**src/rtl/rv_mem_pkg.sv**
```systemverilog
// Shared data-memory definitions for the load/store unit:
// funct3 codes, response error codes and the access FSM encoding.
package rv_mem_pkg;

   localparam logic [2:0] F3_LB  = 3'b000;
   localparam logic [2:0] F3_LH  = 3'b001;
   localparam logic [2:0] F3_LW  = 3'b010;
   localparam logic [2:0] F3_LBU = 3'b100;
   localparam logic [2:0] F3_LHU = 3'b101;
   localparam logic [2:0] F3_SB  = 3'b000;
   localparam logic [2:0] F3_SH  = 3'b001;
   localparam logic [2:0] F3_SW  = 3'b010;

   typedef enum logic [1:0] {
      ERR_OK       = 2'b00,
      ERR_MISALIGN = 2'b01,
      ERR_RANGE    = 2'b10,
      ERR_SIZE     = 2'b11
   } err_e;

   typedef enum logic [1:0] {
      ST_IDLE   = 2'b00,
      ST_ACCESS = 2'b01,
      ST_RESP   = 2'b10
   } state_e;

endpackage

```
**src/rtl/lsu_dmem_port_if.sv**
```systemverilog
// Execute-stage request channel and response channel of the LSU.
// master = requester (execute stage), slave = lsu_dmem_port.
interface lsu_dmem_port_if #(
   parameter int AWIDTH = 32,
   parameter int DWIDTH = 32
);

   logic              req_valid;
   logic              req_ready;
   logic              req_store;
   logic [2:0]        req_funct3;
   logic [AWIDTH-1:0] req_addr;
   logic [DWIDTH-1:0] req_wdata;
   logic              resp_valid;
   logic              resp_ready;
   logic [DWIDTH-1:0] resp_rdata;
   logic [1:0]        resp_err;

   modport master (
      output req_valid, req_store, req_funct3,
      output req_addr, req_wdata, resp_ready,
      input  req_ready, resp_valid, resp_rdata, resp_err
   );

   modport slave (
      input  req_valid, req_store, req_funct3,
      input  req_addr, req_wdata, resp_ready,
      output req_ready, resp_valid, resp_rdata, resp_err
   );

endinterface

```
**src/rtl/lsu_access_chk.sv**
```systemverilog
// Combinational legality check of a load/store request:
// size code, natural alignment and containment inside DMEM.
module lsu_access_chk
   import rv_mem_pkg::*;
#(
   parameter int AWIDTH    = 32,
   parameter int MEM_BYTES = 512
) (
   input  logic              store,
   input  logic [2:0]        funct3,
   input  logic [AWIDTH-1:0] addr,
   output err_e              err,
   output logic [2:0]        nbytes
);

   logic              illegal;
   logic              misal;
   logic              oor;
   logic [AWIDTH:0]   end_addr;

   always_comb begin
      nbytes = 3'd0;
      unique case (funct3[1:0])
         2'b00:   nbytes = 3'd1;
         2'b01:   nbytes = 3'd2;
         2'b10:   nbytes = 3'd4;
         default: nbytes = 3'd0;
      endcase

      if (store)
         illegal = funct3[2] | (funct3[1:0] == 2'b11);
      else
         illegal = (funct3 == 3'b011) | (funct3[2:1] == 2'b11);

      misal = ((nbytes == 3'd2) & addr[0])
            | ((nbytes == 3'd4) & (addr[1:0] != 2'b00));

      // One extra bit so the end address cannot wrap past zero
      end_addr = {1'b0, addr} + (AWIDTH+1)'(nbytes);
      oor      = end_addr > (AWIDTH+1)'(MEM_BYTES);

      err = ERR_OK;
      if (illegal)
         err = ERR_SIZE;
      else if (misal)
         err = ERR_MISALIGN;
      else if (oor)
         err = ERR_RANGE;
   end

endmodule

```
**src/rtl/lsu_dmem_port.sv**
```systemverilog
// LSU initiator for the byte-addressable DMEM: one request at a time,
// a single-cycle DMEM access and a held response until it is taken.
module lsu_dmem_port
   import rv_mem_pkg::*;
#(
   parameter int AWIDTH    = 32,
   parameter int DWIDTH    = 32,
   parameter int MEM_BYTES = 512
) (
   input  logic              clk,
   input  logic              rst_n,
   lsu_dmem_port_if.slave    lsu,
   output logic [2:0]        dmem_size,
   output logic              dmem_rw,
   output logic [AWIDTH-1:0] dmem_addr,
   output logic [DWIDTH-1:0] dmem_wdata,
   input  logic [DWIDTH-1:0] dmem_rdata
);

   state_e            state_q, state_d;
   logic              store_q, store_d;
   logic [2:0]        funct3_q, funct3_d;
   logic [AWIDTH-1:0] addr_q, addr_d;
   logic [DWIDTH-1:0] wdata_q, wdata_d;
   logic [DWIDTH-1:0] rdata_q, rdata_d;
   err_e              err_q, err_d;

   err_e              chk_err;
   logic [2:0]        chk_nbytes;
   logic [DWIDTH-1:0] wmask;

   lsu_access_chk #(
      .AWIDTH    (AWIDTH),
      .MEM_BYTES (MEM_BYTES)
   ) u_chk (
      .store  (lsu.req_store),
      .funct3 (lsu.req_funct3),
      .addr   (lsu.req_addr),
      .err    (chk_err),
      .nbytes (chk_nbytes)
   );

   // Only the bytes the store actually writes reach DMEM
   always_comb begin
      wmask = '0;
      for (int i = 0; i < DWIDTH / 8; i++)
         wmask[8*i +: 8] = (i < int'(chk_nbytes)) ? 8'hFF : 8'h00;
   end

   always_comb begin
      state_d  = state_q;
      store_d  = store_q;
      funct3_d = funct3_q;
      addr_d   = addr_q;
      wdata_d  = wdata_q;
      rdata_d  = rdata_q;
      err_d    = err_q;
      unique case (state_q)
         ST_IDLE: begin
            if (lsu.req_valid) begin
               store_d = lsu.req_store;
               err_d   = chk_err;
               rdata_d = '0;
               if (chk_err != ERR_OK) begin
                  state_d = ST_RESP;
               end else begin
                  state_d  = ST_ACCESS;
                  funct3_d = lsu.req_funct3;
                  addr_d   = lsu.req_addr;
                  wdata_d  = lsu.req_wdata & wmask;
               end
            end
         end
         ST_ACCESS: begin
            rdata_d = store_q ? '0 : dmem_rdata;
            state_d = ST_RESP;
         end
         ST_RESP: begin
            if (lsu.resp_ready)
               state_d = ST_IDLE;
         end
         default: state_d = ST_IDLE;
      endcase
   end

   always_ff @(posedge clk or negedge rst_n) begin
      if (!rst_n) begin
         state_q  <= ST_IDLE;
         store_q  <= 1'b0;
         funct3_q <= '0;
         addr_q   <= '0;
         wdata_q  <= '0;
         rdata_q  <= '0;
         err_q    <= ERR_OK;
      end else begin
         state_q  <= state_d;
         store_q  <= store_d;
         funct3_q <= funct3_d;
         addr_q   <= addr_d;
         wdata_q  <= wdata_d;
         rdata_q  <= rdata_d;
         err_q    <= err_d;
      end
   end

   assign lsu.req_ready  = (state_q == ST_IDLE);
   assign lsu.resp_valid = (state_q == ST_RESP);
   assign lsu.resp_rdata = rdata_q;
   assign lsu.resp_err   = err_q;

   assign dmem_size  = funct3_q;
   assign dmem_addr  = addr_q;
   assign dmem_wdata = wdata_q;
   assign dmem_rw    = (state_q == ST_ACCESS) & store_q;

endmodule

```
**src/flat_wrapper.sv**
```systemverilog
// flat-port wrapper written by rule: the top's interface ports become plain ports
module lsu_dmem_port_flat import rv_mem_pkg::*;
#(
   parameter int AWIDTH    = 32,
   parameter int DWIDTH    = 32,
   parameter int MEM_BYTES = 512
)
  (clk, rst_n, dmem_size, dmem_rw, dmem_addr, dmem_wdata, dmem_rdata, lsu_req_valid, lsu_req_store, lsu_req_funct3, lsu_req_addr, lsu_req_wdata, lsu_resp_ready, lsu_req_ready, lsu_resp_valid, lsu_resp_rdata, lsu_resp_err);
  lsu_dmem_port_if #(.AWIDTH(AWIDTH), .DWIDTH(DWIDTH)) lsu_i ();
  input  logic clk;
  input  logic rst_n;
  output logic [2:0] dmem_size;
  output logic dmem_rw;
  output logic [AWIDTH-1:0] dmem_addr;
  output logic [DWIDTH-1:0] dmem_wdata;
  input  logic [DWIDTH-1:0] dmem_rdata;
  input wire logic [$bits(lsu_i.req_valid)-1:0] lsu_req_valid;
  input wire logic [$bits(lsu_i.req_store)-1:0] lsu_req_store;
  input wire logic [$bits(lsu_i.req_funct3)-1:0] lsu_req_funct3;
  input wire logic [$bits(lsu_i.req_addr)-1:0] lsu_req_addr;
  input wire logic [$bits(lsu_i.req_wdata)-1:0] lsu_req_wdata;
  input wire logic [$bits(lsu_i.resp_ready)-1:0] lsu_resp_ready;
  output wire logic [$bits(lsu_i.req_ready)-1:0] lsu_req_ready;
  output wire logic [$bits(lsu_i.resp_valid)-1:0] lsu_resp_valid;
  output wire logic [$bits(lsu_i.resp_rdata)-1:0] lsu_resp_rdata;
  output wire logic [$bits(lsu_i.resp_err)-1:0] lsu_resp_err;
  assign lsu_i.req_valid = lsu_req_valid;
  assign lsu_i.req_store = lsu_req_store;
  assign lsu_i.req_funct3 = lsu_req_funct3;
  assign lsu_i.req_addr = lsu_req_addr;
  assign lsu_i.req_wdata = lsu_req_wdata;
  assign lsu_i.resp_ready = lsu_resp_ready;
  assign lsu_req_ready = lsu_i.req_ready;
  assign lsu_resp_valid = lsu_i.resp_valid;
  assign lsu_resp_rdata = lsu_i.resp_rdata;
  assign lsu_resp_err = lsu_i.resp_err;
  lsu_dmem_port #(.AWIDTH(AWIDTH), .DWIDTH(DWIDTH), .MEM_BYTES(MEM_BYTES)) u_core (.clk(clk), .rst_n(rst_n), .lsu(lsu_i), .dmem_size(dmem_size), .dmem_rw(dmem_rw), .dmem_addr(dmem_addr), .dmem_wdata(dmem_wdata), .dmem_rdata(dmem_rdata));
endmodule
```
**config.mk**
```make
export PLATFORM = sky130hd
export DESIGN_NAME = lsu_dmem_port_flat
export DESIGN_NICKNAME = d
export VERILOG_FILES = /design/src/rtl/rv_mem_pkg.sv /design/src/rtl/lsu_dmem_port_if.sv /design/src/rtl/lsu_access_chk.sv /design/src/rtl/lsu_dmem_port.sv /design/src/flat_wrapper.sv
export SDC_FILE = /design/constraint.sdc
export NUM_CORES = 1
export LEC_CHECK = 0
export ABC_CLOCK_PERIOD_IN_PS = 1700
export BUFFER_PORTS_ARGS = -buffer_cell sky130_fd_sc_hd__buf_4
export CAP_MARGIN = 20
export CORE_AREA = 3 3 106 108
export DETAILED_ROUTE_END_ITERATION = 12
export DIE_AREA = 0 0 109 111
export PLACE_DENSITY = 0.89
export SYNTH_ARGS = -nofsm -noshare
export SYNTH_HDL_FRONTEND = slang
export SYNTH_HIERARCHICAL = 1
export SYNTH_SLANG_ARGS = --single-unit
```
**constraint.sdc**
```tcl
create_clock -name clk -period 1.7 [get_ports clk]
set_input_delay 0.34 -clock clk [delete_from_list [all_inputs] [get_ports clk]]
set_output_delay 0.34 -clock clk [all_outputs]
set_load 0.05 [all_outputs]
```
# == Yosys cells after proc, flatten, opt, wreduce, memory -nomap -nowiden ==
# Index checks and enable logic that the tools add are counted.
# Widths: inputs -> output; s select.
# word_totals
output_inout_bits,104
wordCells,57
input_bits,104
register_bits,104
# classes
addsub,1
eq_ne,11
reduce_logical,9
n_bitwise,8
order_cmp,5
n_mux,16
# op_table
cell,n
$mux 32,2
$pmux 32 s2,1
$add 32x3->33,1
$gt 33x10->1 const B,1
$and 32x32->32,1
$mux 8,4
$mux 2,6
$pmux 3 s3,1
$eq 2x2->1 const B,4
$eq 3x2->1 const B,2
$lt 1x3->1 const A,2
$lt 2x3->1 const A,2
$pmux 2 s3,1
$reduce_and 2->1,3
$reduce_bool 2->1,3
$eq 2x1->1 const B,2
$logic_not 2->1,2
$ne 2x2->1 const B,2
$and 1x1->1,3
$eq 3x3->1 const B,1
$or 1x1->1,3
$reduce_and 3->1,1
$mux 1,1
$not 1->1,1

# == Longest topological paths before layout ==
# Gate-level depths: netlist of run 1.
# depth
depth_word,11
depth_mapped,16

# == Cells and area by module ==
# Netlist of run 1, hierarchy kept.
# by_module_without_submodules
module,seq_area_each_um2,instances,cells_per_inst,area_per_inst_um2
lsu_dmem_port,2602.5,1,279,4100.2
lsu_access_chk,0.0,1,130,848.3

# == Least setup slack after synthesis of run 1 ==
# OpenSTA, ideal clock, no wires.
# synth_timing
kind,in2reg
start,in lsu_req_funct3[0]
end,"reg u_core.wdata_q[13], in the netlist u_core/dmem_wdata[13]"
cell_stages,16
setup_slack_ns,-1.671
setup_ns,0.118
required_time_ns,1.582
t_arrival_ns,3.253
path_cell_list,nor2_1 > ha_1 > fa_1 > a21oi_1 > or2_2 > clkbuf_1 > o31a_1 > nor4_1 > o22ai_1 > nor3b_1 > a21oi_1 > nor2_1 > nand2_2 > buf_6 > buf_6 > a21o_1
# synth_via
elab_chain_len,10
word_cells_on_any_way,25
# synth_rtl
element,line_no,source
from (decl),flat_wrapper.sv:19,input wire logic [$bits(lsu_i.req_funct3)-1:0] lsu_req_funct3;
$eq 2x2->1 (tied with other cells),lsu_access_chk.sv:23,unique case (funct3[1:0])
$pmux 3 s3,lsu_access_chk.sv:23,
$add 32x3->33 (tied with other cells),lsu_access_chk.sv:39,"end_addr = {1'b0, addr} + (AWIDTH+1)'(nbytes);"
$gt 33x10->1 (tied with other cells),lsu_access_chk.sv:40,oor = end_addr > (AWIDTH+1)'(MEM_BYTES);
$mux 2 or $or 1x1->1 (tied branches),"lsu_access_chk.sv:47, lsu_access_chk.sv:36",
$mux 2,lsu_access_chk.sv:45,else if (misal)
$mux 2 *,lsu_access_chk.sv:43,if (illegal)
net u_core.chk_err[1],lsu_dmem_port.sv:28,err_e chk_err;
$reduce_bool 2->1 *,lsu_dmem_port.sv:64,if (chk_err != ERR_OK) begin
$not 1->1 (no source line) *,n/a,
$reduce_and 3->1 (no source line) *,n/a,
to (signal assigned),lsu_dmem_port.sv:100,wdata_q <= wdata_d;
to (decl),lsu_dmem_port.sv:24,"logic [DWIDTH-1:0] wdata_q, wdata_d;"
# The timed path passes the listed nets; every way through them passes the cells marked *.
# A chain may end at the register's enable or synchronous reset.

# == Worst setup path after layout of run 1 ==
# layout_timing
start,in lsu_req_funct3[1]
end,"reg u_core.addr_q[29], in the netlist u_core/dmem_addr[29]"
# layout_via
elab_chain_len,10
word_cells_on_any_way,23
# layout_rtl
element,line_no,source
$eq 2x2->1 (tied with other cells),lsu_access_chk.sv:23,
$pmux 3 s3 *,lsu_access_chk.sv:23,
net u_core.chk_nbytes[2],lsu_dmem_port.sv:29,logic [2:0] chk_nbytes;
$add 32x3->33 (tied with other cells),lsu_access_chk.sv:39,
$gt 33x10->1 (tied with other cells),lsu_access_chk.sv:40,
$mux 2 or $or 1x1->1 (tied branches),"lsu_access_chk.sv:47, lsu_access_chk.sv:36",
$mux 2 *,lsu_access_chk.sv:45,
$mux 2 *,lsu_access_chk.sv:43,
net u_core.chk_err[1],lsu_dmem_port.sv:28,
$reduce_bool 2->1 *,lsu_dmem_port.sv:64,
$not 1->1 (no source line) *,n/a,
$reduce_and 3->1 (no source line) *,n/a,
to (signal assigned),lsu_dmem_port.sv:99,addr_q <= addr_d;
to (decl),lsu_dmem_port.sv:23,"logic [AWIDTH-1:0] addr_q, addr_d;"
# Marks and branches as above.

==> flow_summary.yaml, run 1 <==
outcome:
  run_status: "finished, violations left"
  violations: "hold timing, setup timing"
critical_path:
  worst_setup_path_start_kind: "primary input"
  cp_cell_sequence: "buf_12 -> nor2b_4 -> ha_4 -> a21oi_4 -> a21oi_4 -> buf_4 -> a211o_1 -> o211ai_1 -> o21ai_1 -> a2111oi_4 -> a21oi_2 -> nor2_2 -> nand2_4 -> buf_12 -> buf_12 -> mux2_4"
  r2r_slack_ns: 0.06
  cp_slowest_stage_delay_ns: 0.31
  crit_fanout: 6
  worstPathArrival_ns: 3.12
  cp_top_family: "compound AO/OA/AOI/OAI gates"
  cp_num_buf_inv: 4
  slowest_stage: "a2111oi_4"
  crit_path_end_kind: "flip-flop"
  startpoint: "lsu_req_funct3[1]"
  reg2reg_from: "u_core/state_q[0]"
  required_ns: 1.95
  cp_common_cell: "buf_12"
  crit_type: "primary input to flip-flop"
sta:
  holdWs_ns: -0.0196
  grt_setup_unrepaired: "true"
  clock.fmax_ghz: 0.349
  maxSlewViolCount: 0
  finalSetupViolCount: 70
  fin_crit_sh_pct: 169
  clock_skew_ns: 0.00868
  worst_slack_ns: -1.17
  tightest_slew_ns: 0.576
  hold_viol_final: 16
  layout_min_cycle_time_ns: 2.87
  slew_headroom_pct: 61.6
drt:
  via_count: 4661
  post_drt_wl_per_cell_um: 18.5
  drc: 0
  wl_um: 15500
  ant_nets: 0
  drt_iter0_drc: 332
  via_per_inst: 5.56
  first_pass_iters: 5
grt:
  overflow: 0
  grt_pass1_wl_um: 24200
  grt_pass1_vias: 4796
  antenna_found_initial: 0
  grt.total_usage_pct: 25.1
  grt_max_degree: 105
cells_and_area:
  fin_cells: 839
  diodes: 0
  fin_nets: 806
  fillers: 668
  drive_above_1_share_pct: 56.5
  area_delta_synth_final_pct: 58.6
  fin_util_pct: 76.0
synthesis:
  synth-async-reset-ratio_pct: 100
  synth_top_area_cell: "dfrtp_1"
  ys_warn_count: 6
  synthTopCellsByCount: "104 x dfrtp_1, 43 x mux2_2, 32 x a22o_1, 21 x nand2_1"
  synth_area_leaders: "dfrtp_1 53%, mux2_2 9.8%, a22o_1 5.7%"
  syn_inst: 409
  synth_nets: 517
  synth-seq-cells: 104
  netlist_area_mm2: 0.00495
  synth_most_common_cell: "dfrtp_1"
  synthFlopType: "dfrtp_1"
  avgSynthCellArea_um2: 12.1
  ys_seq_area_share_pct: 52.6
  synth_edf_count: 0
  synth_top_area_share_pct: 52.6
  yosysUniqueCellTypes: 59
placement:
  portBuffers: 207
  dp_cells: 812
  dp_hpwl_um: 11000
  gp_congestion: 0.828
clock_network:
  tritoncts: "done"
  clkLatencyLatePin_ns: 0.37
  cts_buffer_depth: 2
  cts-htree-levels: 3
  cts_hold_buf: 0
  cts-root-buf: "clkbuf_8"
  cts.clk_slew.worst_paths_ns: 0.10
  clock_sinks: 104
  cts_buffers: 9
floorplan:
  die_area_mm2: 0.0121
  die_y_um: 111
  core_area_mm2: 0.0103
  placementRows: 37
  pin_count: 208
  die-width_um: 109
  start_util_pct: 47.9
pwr:
  p_leak_nw: 4.15
  finalPower_mw: 8.21
  power.density_mw_per_mm2: 1050
  vdd_ir_drop_max_v: 0.000715
hold_path:
  holdCritPathClass: "primary input to async pin"
run:
  cap_violations: 0
-- worst register-to-register path: stages (launching register included) --
cell     delay [ns]
dfrtp_1        0.47
nor3b_2        0.34
nand2_4        0.12
buf_12         0.17
buf_12         0.13
mux2_4         0.30
-- cell type report --
cell class	instances	area (µm²)	area share, %
tap	136	170	2.17
inverter	11	46.3	0.590
sequential	104	2600	33.2
timing repair buffer	297	2450	31.2
clock inverter	7	56.3	0.717
multi-input combinational	275	2400	30.6
clock buffer	9	124	1.58
-- metal layers --
layer | GRT usage [%] | vias to the layer above | part of all wire, %
li1 | - | 2105 | -
met1 | 31.7 | 2280 | 39
met2 | 42.1 | 235 | 51
met3 | 4.14 | 41 | 7.0
met4 | 10.4 | 0 | 2.8
met5 | 0 | - | 0
-- registers in the layout, summed over array words and instances, names as in the netlist --
| register | flops |
|---|---|
| u_core/state_q | 2 |
| u_core/store_q | 1 |
| u_core/dmem_size | 3 |
| u_core/dmem_addr | 32 |
| u_core/dmem_wdata | 32 |
| u_core/lsu.resp_rdata | 32 |
| u_core/lsu.resp_err | 2 |
-- path summary, 6_finish.rpt --
| path | cells past startpoint | endpoint |
|---|---|---|
| setup / recovery | 16 | u_core/dmem_addr[29] |
| hold / removal | 2 | u_core/dmem_addr[17] |
| setup reg to reg | 5 | u_core/dmem_addr[29] |
| hold reg to reg | 1 | u_core/dmem_wdata[18] |
| max in group asynchronous | 2 | u_core/lsu.resp_rdata[21] |
| min in group clk | 2 | u_core/lsu.resp_rdata[12] |
-- stage by stage --
| step | instance area [µm²] | setup TNS, ns | setup slack (ns) | hold slack, ns |
|---|---|---|---|---|
| after floorplan | 5040 | -94.57 | -1.41 | 0.0444 |
| after global placement | 7270 | -103.79 | -1.56 | 0.439 |
| after detailed placement | 7270 | -106.23 | -1.61 | 0.450 |
| after CTS | 7720 | -75.15 | -1.15 | 0.0496 |
| after global routing | 7850 | -82.99 | -1.26 | 0.0471 |
| final | 7850 | -76.64 | -1.17 | -0.0196 |
-- report_power, final --
part	switching, mW	internal (mW)
sequential	0.286	2.91
clock	0.887	0.545
combinational	2.30	1.28
-- cells by family (layout without fill, tap and decap cells) --
logic type | after synthesis | after routing | synth area share [%]
multiplexers | 58 | 58 | 13.2
flip-flops | 104 | 104 | 52.6
buffers and inverters | 30 | 324 | 3.49
AND/OR/NAND/NOR | 118 | 118 | 14.5
AO/OA/AOI/OAI | 92 | 92 | 14.5
adder cells (fa/ha/maj) | 4 | 4 | 1.16
XOR/XNOR | 3 | 3 | 0.531
-- cells in the final DEF (no fill, tap or decap), drive strengths merged, types with 3 or more instances in the layout --
master,count
a2111oi,3
a21o,18
a21oi,12
a22o,32
and2,3
and2b,3
and3,7
and4,18
buf,295
clkbuf,11
clkinv,4
clkinvlp,3
dfrtp,104
ha,3
inv,11
mux2,48
mux2i,10
nand2,22
nand3,12
nand4,5
nor2,15
nor2b,10
nor3,7
nor3b,4
nor4,6
o211ai,6
o21ai,5
o22ai,3
-- timing repair --
action                                  CTS  global route
gates resized for setup                  35            18
cloned                                    4             2
setup buffers                             4             4
pin swaps                                14             1
hold endpoints to repair                  0             0
endpoints found under the setup margin   70            70
No activity file was read; power rests on OpenSTA's default activity.
==> run 2, diff against run 1 <==
--- a/config.mk
+++ b/config.mk
@@ -5,13 +5,14 @@
 export SDC_FILE = /design/constraint.sdc
 export NUM_CORES = 1
 export LEC_CHECK = 0
-export ABC_CLOCK_PERIOD_IN_PS = 1700
+export ABC_CLOCK_PERIOD_IN_PS = 2400
 export BUFFER_PORTS_ARGS = -buffer_cell sky130_fd_sc_hd__buf_4
 export CAP_MARGIN = 20
-export CORE_AREA = 3 3 106 108
+export CORE_AREA = 3 3 111 113
 export DETAILED_ROUTE_END_ITERATION = 12
-export DIE_AREA = 0 0 109 111
-export PLACE_DENSITY = 0.89
+export DIE_AREA = 0 0 114 116
+export HOLD_SLACK_MARGIN = 0.1
+export PLACE_DENSITY = 0.86
 export SYNTH_ARGS = -nofsm -noshare
 export SYNTH_HDL_FRONTEND = slang
 export SYNTH_HIERARCHICAL = 1
==> constraint.sdc (replaced) <==
create_clock -name clk -period 2.4 [get_ports clk]
set_input_delay 0.48 -clock clk [delete_from_list [all_inputs] [get_ports clk]]
set_output_delay 0.48 -clock clk [all_outputs]
set_load 0.05 [all_outputs]
==> run 2 against run 1 <==
The run ends with setup timing left. Utilization down 6.8 points. Setup slack better by 0.43 ns. Clock skew down 0.0021 ns. Largest power group unchanged. Highest routed layer unchanged.
==> flow_summary.yaml, run 2 (synthesized netlist as in run 1, its figures left out) <==
sta:
  fin_crit_sh_pct: 131
  tightest_slew_ns: 0.667
  clock_skew_ns: 0.00653
  worst_slack_ns: -0.739
  maxSlewViolCount: 0
  hold_viol_final: 0
  finalSetupTns_ns: -46.69
  clock.fmax_ghz: 0.319
  slew_headroom_pct: 55.5
  grt_setup_unrepaired: "true"
  holdWs_ns: 0.149
  layout_min_cycle_time_ns: 3.14
  finalSetupViolCount: 70
grt:
  grt_pass1_vias: 4796
  grt.total_usage_pct: 23.6
  overflow: 0
  grt_max_degree: 54
  grt_pass1_wl_um: 24600
  antenna_found_initial: 0
cells_and_area:
  diodes: 0
  design_area_mm2: 0.00790
  mostFrequentLayoutCell: "buf_4"
  fin_nets: 798
  area_delta_synth_final_pct: 59.7
  fillers: 820
  drive_above_1_share_pct: 56.0
  final_cell_mix: "274 x buf_4, 104 x dfrtp_1, 40 x mux2_2"
placement:
  post-place-ws_ns: -1.12
  portBuffers: 207
  dp_hpwl_um: 11600
  gp_congestion: 0.844
  place_area_mm2: 0.00722
run:
  cap_violations: 0
floorplan:
  pin_count: 208
  die_area_mm2: 0.0132
  start_util_pct: 43.3
  die-width_um: 114
  die_y_um: 116
  core_area_mm2: 0.0114
  placementRows: 39
pwr:
  swShare_pct: 39.9
  power.share.clock_pct: 23.6
  finalPower_mw: 6.26
  p_switching_mw: 2.50
  p_leak_nw: 4.17
  p_int_mw: 3.76
  seqPwrFrac_pct: 36.2
  vdd_ir_drop_max_v: 0.000577
  combinationalPowerShare_pct: 40.2
  power.density_mw_per_mm2: 793
clock_network:
  cts-root-buf: "clkbuf_16"
  cts.clk_slew.worst_paths_ns: 0.07
  tritoncts: "done"
  cts_hold_buf: 0
  clkLatencyLatePin_ns: 0.35
  clock_sinks: 104
  cts_buffer_depth: 2
  cts_buffers: 9
  cts-htree-levels: 3
critical_path:
  worstPathArrival_ns: 3.37
  crit_fanout: 5
  crit_path_end_kind: "flip-flop"
  crit_type: "primary input to flip-flop"
  startpoint: "lsu_req_funct3[1]"
  reg2reg_from: "u_core/state_q[0]"
  required_ns: 2.63
  worst_setup_path_start_kind: "primary input"
drt:
  via_count: 4598
  ant_nets: 0
  post_drt_wl_per_cell_um: 19.2
  wl_um: 16100
  via_per_inst: 5.49
  drt_iter0_drc: 273
  drc: 0
  first_pass_iters: 5
outcome:
  run_status: "finished, violations left"
  violations: "setup timing"
hold_path:
  holdCritPathClass: "primary input to async pin"
run 2: cell count changes in the layout (fill, tap and decap cells not counted), sizes merged:
cell      before  now
buf          295  285
clkbuf        11   13
clkinv         4    2
bufinv         0    1
clkinvlp       3    2
inv           11   12
nand2         22   23
run 2: what timing repair did:
item / CTS / global route
gates cloned: 2 / 5
pin swaps: 7 / 17
resized for setup: 30 / 11
setup endpoints to repair: 70 / 70
setup buffers: 4 / 2
run 2: path summary, 6_finish.rpt:
kind	endpoint	slack, ns	cells past startpoint
max	u_core/dmem_wdata[6]	-0.74	15
min	u_core/dmem_addr[10]	0.15	1
max reg2reg	u_core/dmem_wdata[6]	0.51	4
min reg2reg	u_core/dmem_wdata[16]	0.48	1
max in group asynchronous	u_core/state_q[1]	1.53	2
min in group clk	u_core/lsu.resp_rdata[18]	0.34	2
run 2: metrics by stage:
stage | cells | utilization, %
floorplan | 409 | -
global placement | 812 | 63.2
detailed placement | 812 | 63.2
CTS | 832 | 67.6
global route | 838 | 69.2
finish | 838 | 69.2
run 2: critical path, stage by stage:
cell and delay (ns):
buf_8 0.11, nor2b_4 0.13, ha_4 0.30, nand3_4 0.11
a21oi_4 0.22, buf_4 0.17, nand3_1 0.12, a2111oi_2 0.39
o22ai_1 0.14, nor3b_2 0.22, a21oi_2 0.11, nor2_4 0.23
nand2_8 0.14, clkbuf_16 0.24, mux2_2 0.27
run 2: power by group through the flow:
stage | sequential [mW] | combinational (mW) | clock, mW
final | 2.27 | 2.52 | 1.48
after global routing | 2.31 | 2.62 | 1.57
after CTS | 2.27 | 2.50 | 1.50
after detailed placement | 2.30 | 2.47 | 0
after global placement | 2.28 | 2.43 | 0
after floorplan | 3.34 | 0.457 | 0
run 2: area by class of cell:
cell class,instances,area [µm²],share of cell area [%]
sequential,104,2600,32.9
multi-input combinational,276,2430,30.8
timing repair buffer,288,2350,29.7
clock buffer,10,229,2.90
tap,143,179,2.26
clock inverter,6,67.6,0.855
inverter,11,41.3,0.523
run 2: layer usage:
metal / vias to the layer above / global-route usage, % / wire length [µm]
li1: 2093 / - / -
met1: 2285 / 29.5 / 6530
met2: 182 / 38.7 / 8120
met3: 38 / 5.95 / 1080
met4: 0 / 10.9 / 391
met5: - / 0 / 0
==> run 3, diff against run 2 <==
--- a/config.mk
+++ b/config.mk
@@ -5,14 +5,15 @@
 export SDC_FILE = /design/constraint.sdc
 export NUM_CORES = 1
 export LEC_CHECK = 0
+export ABC_AREA = 1
 export ABC_CLOCK_PERIOD_IN_PS = 2400
 export BUFFER_PORTS_ARGS = -buffer_cell sky130_fd_sc_hd__buf_4
 export CAP_MARGIN = 20
-export CORE_AREA = 3 3 111 113
+export CORE_AREA = 3 3 117 119
 export DETAILED_ROUTE_END_ITERATION = 12
-export DIE_AREA = 0 0 114 116
+export DIE_AREA = 0 0 120 122
 export HOLD_SLACK_MARGIN = 0.1
-export PLACE_DENSITY = 0.86
+export PLACE_DENSITY = 0.85
 export SYNTH_ARGS = -nofsm -noshare
 export SYNTH_HDL_FRONTEND = slang
 export SYNTH_HIERARCHICAL = 1
==> run 3 against run 2 <==
The run still ends with setup timing left. Global-route usage is 1.4 points higher. Synthesized cell count is 100% higher. Routed wire length is 17% higher. Final cell count is 53% higher. Flip-flop and latch count stayed put. Critical endpoint is now u_core/dmem_addr[27].
==> flow_summary.yaml, run 3 <==
clock_network:
  cts_buffer_depth: 2
  clkLatencyLatePin_ns: 0.34
  cts.clk_slew.worst_paths_ns: 0.08
  cts_buffers: 9
  clock_sinks: 104
  tritoncts: "done"
  cts-root-buf: "clkbuf_16"
  cts-htree-levels: 3
  cts_hold_buf: 0
synthesis:
  syn_inst: 818
  synth_edf_count: 0
  ys_seq_area_share_pct: 45.8
  yosysUniqueCellTypes: 32
  synthFlopType: "dfrtp_1"
  synth_most_common_cell: "nand2_1"
  synth_area_leaders: "dfrtp_1 46%, nand2_1 27%, nor2_1 5.6%"
  netlist_area_mm2: 0.00568
  ys_warn_count: 6
  synth-seq-cells: 104
  synth_top_area_share_pct: 45.8
  synth_top_area_cell: "dfrtp_1"
  synth_nets: 926
  synth-async-reset-ratio_pct: 100
  avgSynthCellArea_um2: 6.94
  synthTopCellsByCount: "410 x nand2_1, 104 x dfrtp_1, 85 x nor2_1, 61 x inv_1, 54 x nand3_1"
placement:
  gp_congestion: 0.949
  portBuffers: 207
  place_area_mm2: 0.00800
  dp_cells: 1243
  dp_hpwl_um: 13600
grt:
  antenna_found_initial: 0
  overflow: 0
  grt_pass1_vias: 6007
  grt_pass1_wl_um: 29400
  grt.total_usage_pct: 25.0
  grt_max_degree: 46
drt:
  route.met3.wl_um: 1490
  drc: 0
  top_layer_used: "met4"
  first_pass_iters: 7
  ant_nets: 0
  drt-met1-wl_um: 7590
  wl_um: 18800
  via_per_inst: 4.84
  routed-wl-met2_um: 9160
  drt_iter0_drc: 452
  via_count: 6182
  post_drt_wl_per_cell_um: 14.7
cells_and_area:
  mostFrequentLayoutCell: "nand2_1"
  drive_above_1_share_pct: 36.8
  fillers: 998
  design_area_mm2: 0.00888
  fin_cells: 1278
  final_cell_mix: "374 x nand2_1, 274 x buf_4, 104 x dfrtp_1"
  area_delta_synth_final_pct: 56.4
  fin_nets: 1209
  diodes: 0
floorplan:
  die-width_um: 120
  start_util_pct: 44.8
  die_y_um: 122
  pin_count: 208
  placementRows: 41
  die_area_mm2: 0.0146
  core_area_mm2: 0.0127
critical_path:
  r2r_slack_ns: 0.87
  worst_setup_path_start_kind: "primary input"
  cp_cell_sequence: "buf_8 -> nor2_4 -> ha_4 -> fa_2 -> nand2_2 -> nand2_4 -> nand2_4 -> buf_6 -> xnor2_1 -> nor2_1 -> nand3_1 -> nor2_2 -> nand3_2 -> nand3_2 -> nand2_2 -> nor2_4 -> buf_6 -> nand3_2 -> buf_12 -> nand2_1 -> nand2_1"
  crit_type: "primary input to flip-flop"
  cp_top_family: "simple AND/OR/NAND/NOR gates"
  slowest_stage: "fa_2"
  crit_path_end_kind: "flip-flop"
  startpoint: "lsu_req_funct3[0]"
  cp_slowest_stage_delay_ns: 0.42
  worstPathArrival_ns: 3.11
  rr_worst_depth: 7
  required_ns: 2.63
  cp_common_cell: "nand3_2"
  r2r-end: "u_core/lsu.resp_rdata[31]"
  crit_fanout: 42
  cp_num_buf_inv: 4
  reg2reg_from: "u_core/state_q[1]"
sta:
  tightest_slew_ns: 0.584
  holdWs_ns: 0.133
  layout_min_cycle_time_ns: 2.87
  clock_skew_ns: 0.00939
  grt_setup_unrepaired: "true"
  worst_slack_ns: -0.474
  finalSetupViolCount: 70
  maxSlewViolCount: 0
  slew_headroom_pct: 61.1
  clock.fmax_ghz: 0.348
  fin_crit_sh_pct: 120
  hold_viol_final: 0
hold_path:
  holdCritPathClass: "primary input to async pin"
pwr:
  finalPower_mw: 6.04
  vdd_ir_drop_max_v: 0.000509
  seqPwrFrac_pct: 35.8
  power.share.clock_pct: 27.2
  p_leak_nw: 5.01
  combinationalPowerShare_pct: 37.0
  power.density_mw_per_mm2: 681
  p_int_mw: 3.68
  p_switching_mw: 2.37
  swShare_pct: 39.2
run:
  cap_violations: 0
outcome:
  violations: "setup timing"
  run_status: "finished, violations left"
-- run 3: cell types whose count changed after synthesis, moves of 32 or more --
cell	before	now
nand3_1	10	54
inv_1	11	61
a22o_1	32	0
nand2_1	21	410
mux2_2	43	0
nor2_1	14	85
-- run 3: worst reg2reg max path, cell delays in order (launching register included) --
cell	delay (ns)
dfrtp_1	0.41
inv_1	0.09
nand2_1	0.07
buf_4	0.25
nor2_2	0.11
buf_4	0.31
nand2_1	0.11
nand2_1	0.10
-- run 3: cells by family (layout without fill, tap and decap cells) --
kind of cell | Yosys count | after routing | share of synthesized area [%]
flip-flops | 104 | 104 | 45.8
buffers and inverters | 88 | 376 | 6.35
AO/OA/AOI/OAI | 28 | 28 | 2.95
AND/OR/NAND/NOR | 589 | 589 | 43.1
XOR/XNOR | 5 | 5 | 0.771
adder cells (fa/ha/maj) | 4 | 4 | 1.01
-- run 3: power groups by stage --
| stage | registers (mW) | logic [mW] | clock network (mW) |
|---|---|---|---|
| 2_1_floorplan | 3.07 | 0.436 | 0 |
| 3_3_place_gp | 2.19 | 2.14 | 0 |
| 3_5_place_dp | 2.19 | 2.17 | 0 |
| 4_1_cts | 2.17 | 2.22 | 1.68 |
| 5_1_grt | 2.20 | 2.36 | 1.74 |
| 6_report | 2.16 | 2.24 | 1.64 |
-- run 3: timing repair --
action / CTS / global route
gates resized for setup: 36 / 50
pin swaps: 24 / 36
cloned: 4 / 0
endpoints found under the setup margin: 70 / 70
setup buffers: 16 / 5
-- run 3: cell type report --
type	count	area (µm²)	area share, %
clock buffer	9	225	2.54
clock inverter	7	111	1.25
inverter	63	239	2.69
multi-input combinational	626	3000	33.8
sequential	104	2600	29.3
tap	172	215	2.42
timing repair buffer	297	2480	28.0
-- run 3: through the flow --
step           setup slack (ns)  setup TNS, ns  util [%]
6_report                 -0.474         -30.89      70.1
5_1_grt                  -0.636         -41.40      70.1
4_1_cts                  -0.390         -21.53      68.9
3_5_place_dp             -0.798         -52.74      63.1
3_3_place_gp             -0.726         -48.74      63.1
2_1_floorplan            -0.267         -16.41         -
-- run 3: worst max-delay path by stage --
stage | cells past startpoint | slack, ns | endpoint
2_1_floorplan | 20 | -0.27 | u_core/dmem_addr[17]
3_3_place_gp | 24 | -0.73 | u_core/dmem_addr[27]
3_5_place_dp | 24 | -0.80 | u_core/dmem_addr[25]
4_1_cts | 25 | -0.39 | u_core/dmem_addr[28]
5_1_grt | 21 | -0.64 | u_core/dmem_addr[31]
6_report | 21 | -0.47 | u_core/dmem_addr[27]
-- run 3: layer usage --
| metal | vias up | global-route usage (%) |
|---|---|---|
| met2 | 252 | 43.4 |
| met5 | - | 0 |
| met1 | 2815 | 30.5 |
| met3 | 41 | 5.43 |
| li1 | 3074 | - |
| met4 | 0 | 9.66 |
